[src/rtl/serial_add_ctrl.sv]
`default_nettype none
// ============================================================================
//  Module      : serial_add_ctrl (with one-bit cell FADDER)
//  Description : Bit-serial WIDTH-bit adder sequencer. Captures two operands
//                and a carry-in, then feeds one bit pair per clock to the
//                FADDER cell. The cell's cout is registered as the next Cin,
//                and its sum is shifted into the result register.
//                Optional feature macro: SERIAL_ADD_OVF_EN. When it is
//                defined, the ovf_out port is added. ovf_out reports
//                two's-complement signed overflow.
//  Revision    : 1.0 - initial release
// ============================================================================

// One-bit full adder cell driven by the sequencer below.
module FADDER (
    input  logic A,
    input  logic B,
    input  logic Cin,
    output logic sum,
    output logic cout
);
    assign sum  = A ^ B ^ Cin;
    assign cout = (A & B) | (A & Cin) | (B & Cin);
endmodule

module serial_add_ctrl #(
    parameter int WIDTH = 8,
    parameter int CNT_W = $clog2(WIDTH + 1)
) (
    input  logic             clk,
    input  logic             rst_n,
    input  logic             start,
    input  logic [WIDTH-1:0] a_in,
    input  logic [WIDTH-1:0] b_in,
    input  logic             cin_in,
    output logic             busy,
    output logic             done,
    output logic [WIDTH-1:0] sum_out,
    output logic             cout_out
`ifdef SERIAL_ADD_OVF_EN
    ,
    output logic             ovf_out
`endif
);

    localparam logic [1:0] c_st_idle = 2'd0;
    localparam logic [1:0] c_st_run  = 2'd1;
    localparam logic [1:0] c_st_done = 2'd2;

    // The counter value seen just before the edge that processes the MSB.
    localparam logic [CNT_W-1:0] c_last = CNT_W'(WIDTH - 1);

    logic [1:0]       r_state;
    logic [1:0]       w_state_nxt;
    logic [WIDTH-1:0] r_a;
    logic [WIDTH-1:0] r_b;
    logic             r_carry;
    logic [CNT_W-1:0] r_cnt;
    logic [WIDTH-1:0] r_sum;
    logic             r_cout;
`ifdef SERIAL_ADD_OVF_EN
    logic             r_ovf;
`endif

    logic w_fa_sum;
    logic w_fa_cout;
    logic w_accept;
    logic w_run;
    logic w_last;

    // The one-bit cell always sees the current LSBs and the carry flop.
    FADDER u_fadder (
        .A    (r_a[0]),
        .B    (r_b[0]),
        .Cin  (r_carry),
        .sum  (w_fa_sum),
        .cout (w_fa_cout)
    );

    // A new operation may start from IDLE or, back-to-back, from DONE.
    // A start request during RUN is ignored.
    assign w_accept = start && ((r_state == c_st_idle) || (r_state == c_st_done));
    assign w_run    = (r_state == c_st_run);
    assign w_last   = w_run && (r_cnt == c_last);

    // State register.
    always_ff @(posedge clk or negedge rst_n) begin
        if (!rst_n) begin
            r_state <= c_st_idle;
        end else begin
            r_state <= w_state_nxt;
        end
    end

    // Next-state logic.
    always_comb begin
        w_state_nxt = r_state;
        case (r_state)
            c_st_idle: if (start) w_state_nxt = c_st_run;
            c_st_run:  if (r_cnt == c_last) w_state_nxt = c_st_done;
            c_st_done: w_state_nxt = start ? c_st_run : c_st_idle;
            default:   w_state_nxt = c_st_idle;
        endcase
    end

    // Datapath: capture on accept, then shift one bit per RUN cycle.
    always_ff @(posedge clk or negedge rst_n) begin
        if (!rst_n) begin
            r_a     <= '0;
            r_b     <= '0;
            r_carry <= 1'b0;
            r_cnt   <= '0;
            r_sum   <= '0;
            r_cout  <= 1'b0;
`ifdef SERIAL_ADD_OVF_EN
            r_ovf   <= 1'b0;
`endif
        end else if (w_accept) begin
            r_a     <= a_in;
            r_b     <= b_in;
            r_carry <= cin_in;
            r_cnt   <= '0;
            r_sum   <= '0;
            r_cout  <= 1'b0;
`ifdef SERIAL_ADD_OVF_EN
            r_ovf   <= 1'b0;
`endif
        end else if (w_run) begin
            r_sum   <= {w_fa_sum, r_sum[WIDTH-1:1]};
            r_a     <= r_a >> 1;
            r_b     <= r_b >> 1;
            r_carry <= w_fa_cout;
            r_cnt   <= r_cnt + CNT_W'(1);
            if (w_last) begin
                r_cout <= w_fa_cout;
`ifdef SERIAL_ADD_OVF_EN
                // The carry flop holds the carry into the MSB at this edge.
                r_ovf  <= r_carry ^ w_fa_cout;
`endif
            end
        end
    end

    assign busy     = w_run;
    assign done     = (r_state == c_st_done);
    assign sum_out  = r_sum;
    assign cout_out = r_cout;
`ifdef SERIAL_ADD_OVF_EN
    assign ovf_out  = r_ovf;
`endif

endmodule
`default_nettype wire

[config.mk]
export PLATFORM = sky130hd
export DESIGN_NAME = serial_add_ctrl
export DESIGN_NICKNAME = d
export VERILOG_FILES = /design/src/rtl/serial_add_ctrl.sv
export SDC_FILE = /design/constraint.sdc
export NUM_CORES = 1
export LEC_CHECK = 0
export CAP_MARGIN = 20
export CORE_MARGIN = 2
export CORE_UTILIZATION = 40
export DETAILED_ROUTE_END_ITERATION = 10
export PLACE_DENSITY = 0.77
export SETUP_SLACK_MARGIN = 0.05
export SLEW_MARGIN = 20
export SYNTH_ARGS = -nofsm -noshare
export SYNTH_HDL_FRONTEND = slang
export SYNTH_HIERARCHICAL = 1
export SYNTH_SLANG_ARGS = --single-unit
[constraint.sdc]
create_clock -name clk -period 1.7 [get_ports clk]
set_input_delay 0.17 -clock clk [delete_from_list [all_inputs] [get_ports clk]]
set_output_delay 0.17 -clock clk [all_outputs]
set_load 0.05 [all_outputs]
==> flow_metrics.env, run 1 <==
export IMPL_outcome="finished clean"
export IMPL_worstSetupEndpointType="output port"
export IMPL_clkPwrFrac_pct=12.6
export IMPL_setup_tns_ns=0
export IMPL_initial_core_util_pct=42.3
export IMPL_cts_resized=5
export IMPL_slew_headroom_pct=47.4
export IMPL_cts_root_buf="clkbuf_4"
export IMPL_swShare_pct=43.1
export IMPL_combPwrFrac_pct=49.3
export IMPL_p_leak_uw=0.000839
export IMPL_vias=1067
export IMPL_nets=184
export IMPL_power_switching_uw=1530
export IMPL_grt_setup_unrepaired="no"
export IMPL_place_congestion=0.755
export IMPL_intPower_uw=2020
export IMPL_cts_setup_buffers=0
export IMPL_synth_edf_count=0
export IMPL_track_usage_pct=16.1
export IMPL_layout_common_cells="dfrtp_1, nand2_1, clkdlybuf4s50_1, a22o_1"
export IMPL_hold_ws_ns=0.236
export IMPL_cp_data_arrival_time_ns=1.35
export IMPL_syn_area_per_cell_um2=11.2
export IMPL_h_tree_depth=2
export IMPL_via_per_inst=5.11
export IMPL_cts_tree="done"
export IMPL_met1_usage_pct=22.7
export IMPL_fin_crit_sh_pct=89.2
export IMPL_first_pass_iters=4
export IMPL_fillers=304
export IMPL_ys_flop_type="dfrtp_1"
export IMPL_min_path_type="input pin to async pin"
export IMPL_antenna_found_initial=0
export IMPL_routed_wl_um=2970
export IMPL_drt_iter0_markers=45
export IMPL_grt_pass1_wl_um=5130
export IMPL_setup_viol=0
export IMPL_die_height_um=64.1
export IMPL_row_count=21
export IMPL_tightestPinTransition_ns=0.786
export IMPL_fmax_mhz=659
export IMPL_clock_skew_ns=0.00579
export IMPL_p_seq_share_pct=38.1
export IMPL_post_route_drc_count=0
export IMPL_yosys_warnings=6
export IMPL_dieArea_um2=4110
export IMPL_ir_drop_mv=1.11
export IMPL_hpwlAfterDp_um=2030
export IMPL_grt_max_degree=33
export IMPL_drv_cap=0
export IMPL_hold_violations=0
export IMPL_syn_inst=129
export IMPL_dieWidth_um=64.1
export IMPL_place_port_buffers=30
export IMPL_synth_cell_type_count=26
export IMPL_core_area_um2=3420
export IMPL_wl_per_cell_um=14.2
export IMPL_pwr_density_cell_nw_per_um2=1940
export IMPL_cts_made_buffers=5
export IMPL_gr_usage_met3_pct=4.40
export IMPL_clkLatencyLatePin_ns=0.32
export IMPL_final_common_cell="dfrtp_1"
export IMPL_async_flop_share_pct=100
export IMPL_grt_util_met2_pct=24.5
export IMPL_worstPathRequired_ns=1.53
export IMPL_yosysSeqAreaShare_pct=55.4
export IMPL_grt_busiest_layer="met2"
export IMPL_layout_drive_gt1_share_pct=20.2
export IMPL_ctsHoldBuffers=0
export IMPL_path_max_fanout=11
export IMPL_crit_path_start_kind="flop"
export IMPL_worstSetupPathType="flop to output port"
export IMPL_io_pin_count=31
export IMPL_ant_nets=0
export IMPL_syn_nets=151
export IMPL_synth_seq_cells=32
export IMPL_post_synth_instance_area_um2=1450
export IMPL_clkSlewWorstSetupHoldPaths_ns=0.10
export IMPL_cts_sinks=32
export IMPL_grt_pass1_vias=1064
export IMPL_slew_violations=0
export IMPL_cts_buffer_depth=2
export IMPL_syn_to_final_growth_pct=26.5
export IMPL_antennaDiodeCount=0
export IMPL_overflow=0
export IMPL_fin_crit_ns=1.52
==> critical path: stages (launching register included) <==
cell	delay [ns]
dfrtp_1	0.39
nand2b_1	0.19
inv_4	0.08
buf_4	0.21
buf_12	0.16
==> final cells by class <==
| cell class | instances | area [µm²] | share of cell area (%) |
|---|---|---|---|
| sequential | 32 | 801 | 43.8 |
| multi-input combinational | 86 | 556 | 30.4 |
| timing repair buffer | 36 | 349 | 19.1 |
| clock buffer | 8 | 58.8 | 3.22 |
| tap | 46 | 57.6 | 3.15 |
| inverter | 1 | 6.26 | 0.342 |
==> state kept, by name, summed over array words and instances, names as in the netlist <==
name and flops:
r_carry 1, r_state 2, r_b 8, cout_out 1, r_a 8, r_cnt 4, sum_out 8
==> stage by stage <==
| stage | cell area, µm² | utilization (%) | std cells | worst slack, ns | power [µW] |
|---|---|---|---|---|---|
| floorplan | 1450 | - | 129 | 0.448 | 2700 |
| global placement | 1780 | 52.0 | 201 | 0.150 | 3070 |
| detailed placement | 1780 | 52.0 | 201 | 0.0577 | 3150 |
| CTS | 1830 | 53.5 | 209 | 0.173 | 3580 |
| global route | 1830 | 53.5 | 209 | 0.0710 | 3810 |
| finish | 1830 | 53.5 | 209 | 0.183 | 3550 |
==> synthesized netlist by cell type (all sizes together), types with 2 or more instances <==
| library cell | count | area (µm²) |
|---|---|---|
| dfrtp | 32 | 801 |
| nand2 | 28 | 123 |
| a22o | 11 | 96.3 |
| nor2 | 10 | 37.5 |
| a31oi | 9 | 100 |
| buf | 9 | 78.8 |
| nand3 | 8 | 40.0 |
| a22oi | 6 | 45.0 |
| o21ai | 3 | 15.0 |
| mux2i | 2 | 20.0 |
| nand2b | 2 | 12.5 |
| nor2b | 2 | 12.5 |
==> routing by layer <==
metal | share of wire [%] | vias up
li1 | - | 511
met1 | 46 | 522
met2 | 47 | 32
met3 | 5.9 | 2
met4 | 0.71 | 0
met5 | 0 | -
==> logic make-up (layout without fill, tap and decap cells) <==
kind of cell	count (synthesis)	in the layout	synth area share, %
flops	32	32	55.4
mux	2	2	1.39
buf+inv	11	45	6.15
fa+ha+maj	2	2	2.25
compound gates	29	29	17.7
simple gates	53	53	17.1
==> power groups by stage <==
stage	Combinational, µW	Clock (µW)	Sequential, µW
final	1750	445	1350
after global routing	1920	484	1410
after CTS	1770	457	1350
after detailed placement	1790	0	1360
after global placement	1730	0	1340
after floorplan	1100	0	1600
==> final timing paths <==
kind	from	endpoint	slack (ns)	depth (start not counted)
hold reg to reg	r_cnt[3]$_DFFE_PN0P_	r_cnt[3]$_DFFE_PN0P_	0.48	1
min in group clk	a_in[4]	r_a[4]$_DFFE_PN0P_	0.44	3
setup reg to reg	r_state[0]$_DFFE_PN0P_	r_cnt[1]$_DFFE_PN0P_	0.18	4
max in group asynchronous	rst_n	r_cnt[1]$_DFFE_PN0P_	1.18	2
setup / recovery	r_state[1]$_DFFE_PN0P_	busy	0.18	4
hold / removal	rst_n	r_b[0]$_DFFE_PN0P_	0.24	2
Power figures use the tool's default switching activity.
==> inputs of run 2 (changes only) <==
--- a/config.mk
+++ b/config.mk
@@ -5,11 +5,12 @@
 export SDC_FILE = /design/constraint.sdc
 export NUM_CORES = 1
 export LEC_CHECK = 0
+export ABC_AREA = 1
 export CAP_MARGIN = 20
 export CORE_MARGIN = 2
 export CORE_UTILIZATION = 40
 export DETAILED_ROUTE_END_ITERATION = 10
-export PLACE_DENSITY = 0.77
+export PLACE_DENSITY = 0.76
 export SETUP_SLACK_MARGIN = 0.05
 export SLEW_MARGIN = 20
 export SYNTH_ARGS = -nofsm -noshare
==> run 2 against run 1 <==
Hold slack gained 0.050 ns. Non-clock buffer count shrank 1. Via count grew 16%. Setup slack lost 0.090 ns. Sequential share of layout area shrank 4.2 points. Area after synthesis grew 8.1%. Maximum frequency shrank 5.6%. First-iteration DRC count grew 69%. Utilization grew 0.83 points. Wire length grew 2.1%. Critical path depth shrank 3. Critical path type unchanged. Largest cell class unchanged.
==> flow_metrics.env, run 2 <==
export IMPL_outcome="finished clean"
export IMPL_layout_drive_gt1_share_pct=11.9
export IMPL_grt_setup_unrepaired="no"
export IMPL_dieWidth_um=66.5
export IMPL_grt_pass1_wl_um=5250
export IMPL_nets=247
export IMPL_fin_crit_ns=1.61
export IMPL_clkSlewWorstSetupHoldPaths_ns=0.07
export IMPL_ys_flop_type="dfrtp_1"
export IMPL_r2r_start="r_state[0]$_DFFE_PN0P_"
export IMPL_syn_nets=212
export IMPL_hold_ws_ns=0.286
export IMPL_h_tree_depth=2
export IMPL_intPower_uw=2180
export IMPL_total_power_uw=3810
export IMPL_async_flop_share_pct=100
export IMPL_fin_crit_sh_pct=94.5
export IMPL_place_congestion=0.761
export IMPL_layout_common_cells="nand2_1, dfrtp_1, clkdlybuf4s50_1, inv_1"
export IMPL_post_route_drc_count=0
export IMPL_yosysSeqAreaShare_pct=51.3
export IMPL_row_count=22
export IMPL_slew_headroom_pct=66.3
export IMPL_place_port_buffers=30
export IMPL_crit_path_start_kind="flop"
export IMPL_r2r_setup_slack_ns=0.44
export IMPL_syn_inst=190
export IMPL_setup_viol=0
export IMPL_power_switching_uw=1630
export IMPL_fmax_mhz=622
export IMPL_overflow=0
export IMPL_slowest_delay_ns=0.80
export IMPL_die_height_um=66.5
export IMPL_synth_edf_count=0
export IMPL_track_usage_pct=16.0
export IMPL_worstSetupPathType="flop to output port"
export IMPL_crit_chain="clkdlybuf4s50_1"
export IMPL_yosys_warnings=6
export IMPL_worstPathRequired_ns=1.53
export IMPL_tightestPinTransition_ns=0.504
export IMPL_worst_path_max_delay_cell="clkdlybuf4s50_1"
export IMPL_drt_iter0_markers=76
export IMPL_r2r_end="r_cnt[1]$_DFFE_PN0P_"
export IMPL_setup_tns_ns=0
export IMPL_synth_cell_type_count=19
export IMPL_drv_cap=0
export IMPL_first_pass_iters=4
export IMPL_syn_area_per_cell_um2=8.22
export IMPL_ant_nets=0
export IMPL_crit_start="sum_out[4]$_DFFE_PN0P_"
export IMPL_dieArea_um2=4420
export IMPL_synthTopCellsByCount="nand2_1, dfrtp_1, inv_1"
export IMPL_core_area_um2=3720
export IMPL_antenna_found_initial=0
export IMPL_path_max_fanout=2
export IMPL_cp_data_arrival_time_ns=1.44
export IMPL_grt_max_degree=33
export IMPL_hpwlAfterDp_um=2060
export IMPL_cts_setup_buffers=0
export IMPL_r2r_cells=6
export IMPL_synth_seq_cells=32
export IMPL_fillers=370
export IMPL_netlist_top_cells_area="dfrtp_1, nand2_1, o22ai_2, inv_1, nand3_1"
export IMPL_clock_skew_ns=0.00522
export IMPL_vias=1233
export IMPL_cts_sinks=32
export IMPL_cts_root_buf="clkbuf_8"
export IMPL_cts_buffer_depth=2
export IMPL_initial_core_util_pct=42.0
export IMPL_antennaDiodeCount=0
export IMPL_post_synth_instance_area_um2=1560
export IMPL_hold_violations=0
export IMPL_final_common_cell="nand2_1"
export IMPL_combPwrFrac_pct=48.2
export IMPL_syn_to_final_growth_pct=29.3
export IMPL_yosysTopAreaCell="dfrtp_1"
export IMPL_yosys_cell_count_top_type="nand2_1"
export IMPL_clkLatencyLatePin_ns=0.28
export IMPL_routed_wl_um=3030
export IMPL_grt_pass1_vias=1154
export IMPL_min_path_type="input pin to async pin"
export IMPL_clkPwrFrac_pct=18.7
export IMPL_critical_path_top_delay_family="buffers and inverters"
export IMPL_p_seq_share_pct=33.1
export IMPL_finalWorstSetupSlack_ns=0.0933
export IMPL_worstSetupEndpointType="output port"
export IMPL_p_leak_uw=0.00110
export IMPL_swShare_pct=42.7
export IMPL_cp_num_buf_inv=1
export IMPL_slew_violations=0
export IMPL_cts_tree="done"
export IMPL_wl_per_cell_um=11.0
export IMPL_ir_drop_mv=0.813
export IMPL_cts_made_buffers=5
export IMPL_pre_cts_ws_ns=0.220
export IMPL_netlist_area_leader_share_pct=51.3
export IMPL_pwr_density_cell_nw_per_um2=1880
export IMPL_io_pin_count=31
export IMPL_via_per_inst=4.50
## run 2: worst max-delay path by stage
| stage | end | slack (ns) | cells after the start |
|---|---|---|---|
| 4_1_cts | sum_out[6] | 0.07 | 1 |
| 3_3_place_gp | cout_out$_DFFE_PN0P_ | 0.26 | 6 |
| 6_report | sum_out[4] | 0.09 | 1 |
| 3_5_place_dp | r_a[5]$_DFFE_PN0P_ | 0.22 | 7 |
| 5_1_grt | sum_out[1] | 0.05 | 1 |
| 2_1_floorplan | done | 0.43 | 1 |
## run 2: per-stage QoR
step	cell area [µm²]	util (%)	instances
2_1_floorplan	1560	-	190
3_3_place_gp	1900	51.2	266
3_5_place_dp	1900	51.2	266
4_1_cts	2010	54.1	274
5_1_grt	2020	54.3	274
6_report	2020	54.3	274
## run 2: power by group through the flow
stage	registers, µW	clock network, µW	logic [µW]
floorplan	1500	0	1150
global placement	1260	0	1810
detailed placement	1270	0	1860
CTS	1260	727	1870
global route	1290	770	2060
finish	1260	711	1840
## run 2: layer usage
metal | global-route usage, % | up-vias | part of all wire [%]
met1 | 21.9 | 564 | 47
met3 | 4.56 | 7 | 4.7
li1 | - | 639 | -
met2 | 23.4 | 23 | 46
met4 | 7.65 | 0 | 2.1
met5 | 0 | - | 0
## run 2: cells by family after synthesis
kind of cell / share of synthesized area (%)
AOI/OAI and AO/OA: 7.77
buffers and inverters: 9.21
and+or+nand+nor: 29.6
adders and majority gates: 2.08
DFF: 51.3
## run 2: layout make-up
cell class / instances / area, µm² / share of cell area (%)
clock buffers: 6 / 72.6 / 3.59
inverters: 21 / 78.8 / 3.90
well taps: 48 / 60.1 / 2.97
flip-flops and latches: 32 / 801 / 39.7
clock inverters: 2 / 35.0 / 1.73
repair buffers: 35 / 355 / 17.6
multi-input cells: 130 / 617 / 30.5
## run 2: repair_timing
item / in CTS / in global routing
gates resized for setup: 0 / 4
hold buffers: 0 / 0
endpoints found under the setup margin: 0 / 4
==> inputs of run 3 (changes only) <==
--- a/config.mk
+++ b/config.mk
@@ -7,10 +7,12 @@
 export LEC_CHECK = 0
 export ABC_AREA = 1
 export CAP_MARGIN = 20
+export CELL_PAD_IN_SITES_DETAIL_PLACEMENT = 1
+export CELL_PAD_IN_SITES_GLOBAL_PLACEMENT = 2
 export CORE_MARGIN = 2
-export CORE_UTILIZATION = 40
+export CORE_UTILIZATION = 29
 export DETAILED_ROUTE_END_ITERATION = 10
-export PLACE_DENSITY = 0.76
+export PLACE_DENSITY = 0.89
 export SETUP_SLACK_MARGIN = 0.05
 export SLEW_MARGIN = 20
 export SYNTH_ARGS = -nofsm -noshare
==> run 3 against run 2 <==
Clock-buffer cell count is the same. Combinational power grew 3%. Sequential power is essentially flat. Register-to-register slack lost 0.04 ns. Die area grew 35%. Sequential share of layout area shrank 0.63 points. First-iteration DRC count shrank 62%. Maximum frequency shrank 0.23%. Setup slack lost 0.0036 ns. Design area grew 1.6%. Total power shrank 0.94%. Flip-flop and latch count is the same. Largest power group unchanged.
==> flow_metrics.env, run 3 (synthesis gave the netlist of run 2 again) <==
export IMPL_crit_chain="clkdlybuf4s50_1"
export IMPL_dieArea_um2=5990
export IMPL_outcome="finished clean"
export IMPL_nets=249
export IMPL_p_leak_uw=0.00110
export IMPL_slew_violations=0
export IMPL_io_pin_count=31
export IMPL_cts_setup_buffers=0
export IMPL_clock_skew_ns=0.00854
export IMPL_grt_pass1_vias=1379
export IMPL_grt_setup_unrepaired="no"
export IMPL_place_area_um2=1950
export IMPL_r2r_end="cout_out$_DFFE_PN0P_"
export IMPL_combPwrFrac_pct=50.1
export IMPL_cts_buffer_depth=2
export IMPL_intPower_uw=2090
export IMPL_path_max_fanout=2
export IMPL_p_seq_share_pct=33.8
export IMPL_worstPathRequired_ns=1.53
export IMPL_worstSetupPathType="flop to output port"
export IMPL_fin_area_um2=2050
export IMPL_worstSetupEndpointType="output port"
export IMPL_r2r_start="r_cnt[0]$_DFFE_PN0P_"
export IMPL_vias=1284
export IMPL_pwr_density_cell_nw_per_um2=1840
export IMPL_place_congestion=0.686
export IMPL_antenna_found_initial=0
export IMPL_first_pass_iters=4
export IMPL_tightestPinTransition_ns=0.511
export IMPL_die_height_um=77.4
export IMPL_cts_sinks=32
export IMPL_min_path_type="input pin to async pin"
export IMPL_grt_pass1_wl_um=6150
export IMPL_cts_made_buffers=5
export IMPL_post_route_drc_count=0
export IMPL_slowest_delay_ns=0.80
export IMPL_clkLatencyLatePin_ns=0.28
export IMPL_layout_common_cells="nand2_1, dfrtp_1, clkdlybuf4s50_1, inv_1, buf_4"
export IMPL_cp_num_buf_inv=1
export IMPL_ctsHoldBuffers=0
export IMPL_power_switching_uw=1680
export IMPL_final_common_cell="nand2_1"
export IMPL_r2r_setup_slack_ns=0.40
export IMPL_drv_cap=0
export IMPL_clkSlewWorstSetupHoldPaths_ns=0.07
export IMPL_antennaDiodeCount=0
export IMPL_routed_wl_um=3590
export IMPL_fin_crit_sh_pct=94.7
export IMPL_dieWidth_um=77.4
export IMPL_overflow=0
export IMPL_h_tree_depth=2
export IMPL_via_per_inst=4.31
export IMPL_grt_max_degree=33
export IMPL_core_area_um2=5140
export IMPL_crit_path_start_kind="flop"
export IMPL_fillers=678
export IMPL_hpwlAfterDp_um=2590
export IMPL_fin_crit_ns=1.61
export IMPL_clkPwrFrac_pct=16.1
export IMPL_initial_core_util_pct=30.4
export IMPL_cp_data_arrival_time_ns=1.44
export IMPL_cts_tree="done"
export IMPL_critical_path_top_delay_family="buffers and inverters"
export IMPL_track_usage_pct=13.0
export IMPL_ant_nets=0
export IMPL_worst_path_stages=1
export IMPL_fmax_mhz=621
export IMPL_layout_drive_gt1_share_pct=14.0
export IMPL_setup_viol=0
export IMPL_hold_violations=0
export IMPL_worst_path_max_delay_cell="clkdlybuf4s50_1"
export IMPL_syn_to_final_growth_pct=31.4
export IMPL_place_port_buffers=30
export IMPL_r2r_cells=6
export IMPL_drt_iter0_markers=29
export IMPL_row_count=26
export IMPL_slew_headroom_pct=65.9
export IMPL_wl_per_cell_um=12.0
export IMPL_cts_root_buf="clkbuf_8"
export IMPL_ir_drop_mv=0.556
export IMPL_total_power_uw=3770
export IMPL_setup_tns_ns=0
export IMPL_swShare_pct=44.5
[run 3: worst max path at each step]
stage	from	to	slack, ns
2_1_floorplan	r_state[0]$_DFFE_PN0P_	done	0.43
3_5_place_dp	start	r_b[6]$_DFFE_PN0P_	0.33
4_1_cts	sum_out[0]$_DFFE_PN0P_	sum_out[0]	0.05
5_1_grt	sum_out[1]$_DFFE_PN0P_	sum_out[1]	0.05
6_report	sum_out[3]$_DFFE_PN0P_	sum_out[3]	0.09
3_3_place_gp	start	r_b[3]$_DFFE_PN0P_	0.36
[run 3: area by class of cell]
| class | count | area (µm²) | area share (%) |
|---|---|---|---|
| well taps | 70 | 87.6 | 4.27 |
| repair buffers | 37 | 375 | 18.3 |
| multi-input cells | 130 | 617 | 30.1 |
| inverters | 21 | 78.8 | 3.84 |
| clock inverters | 2 | 10.0 | 0.488 |
| clock buffers | 6 | 82.6 | 4.02 |
| flip-flops and latches | 32 | 801 | 39.0 |
[run 3: layer usage]
| metal | share of wire [%] | vias to the layer above | wire length, µm | global-route usage (%) |
|---|---|---|---|---|
| li1 | - | 646 | - | - |
| met5 | 0 | - | 0 | 0 |
| met4 | 2.2 | 0 | 78 | 6.25 |
| met1 | 43 | 603 | 1550 | 15.2 |
| met3 | 3.8 | 9 | 137 | 3.37 |
| met2 | 51 | 26 | 1820 | 22.3 |
[run 3: timing repair]
item / CTS / global route
setup endpoints to repair: 0 / 3
gates resized for setup: 0 / 3
endpoints found under the hold margin: 0 / 0
[run 3: power groups by stage]
stage | Clock, µW | Sequential [µW] | Combinational, µW
final | 606 | 1270 | 1890
after detailed placement | 0 | 1280 | 1920
after floorplan | 0 | 1500 | 1150
after global placement | 0 | 1280 | 1870
after CTS | 632 | 1280 | 1930
after global routing | 660 | 1310 | 2100
[run 3: per-stage QoR]
stage / hold slack, ns / utilization, % / cells / setup slack, ns
detailed placement: 0.466 / 38.0 / 290 / 0.325
CTS: 0.293 / 39.8 / 298 / 0.0524
finish: 0.272 / 39.9 / 298 / 0.0897
global placement: 0.465 / 38.0 / 290 / 0.359
global route: 0.327 / 39.9 / 298 / 0.0503
floorplan: -0.126 / - / 190 / 0.434
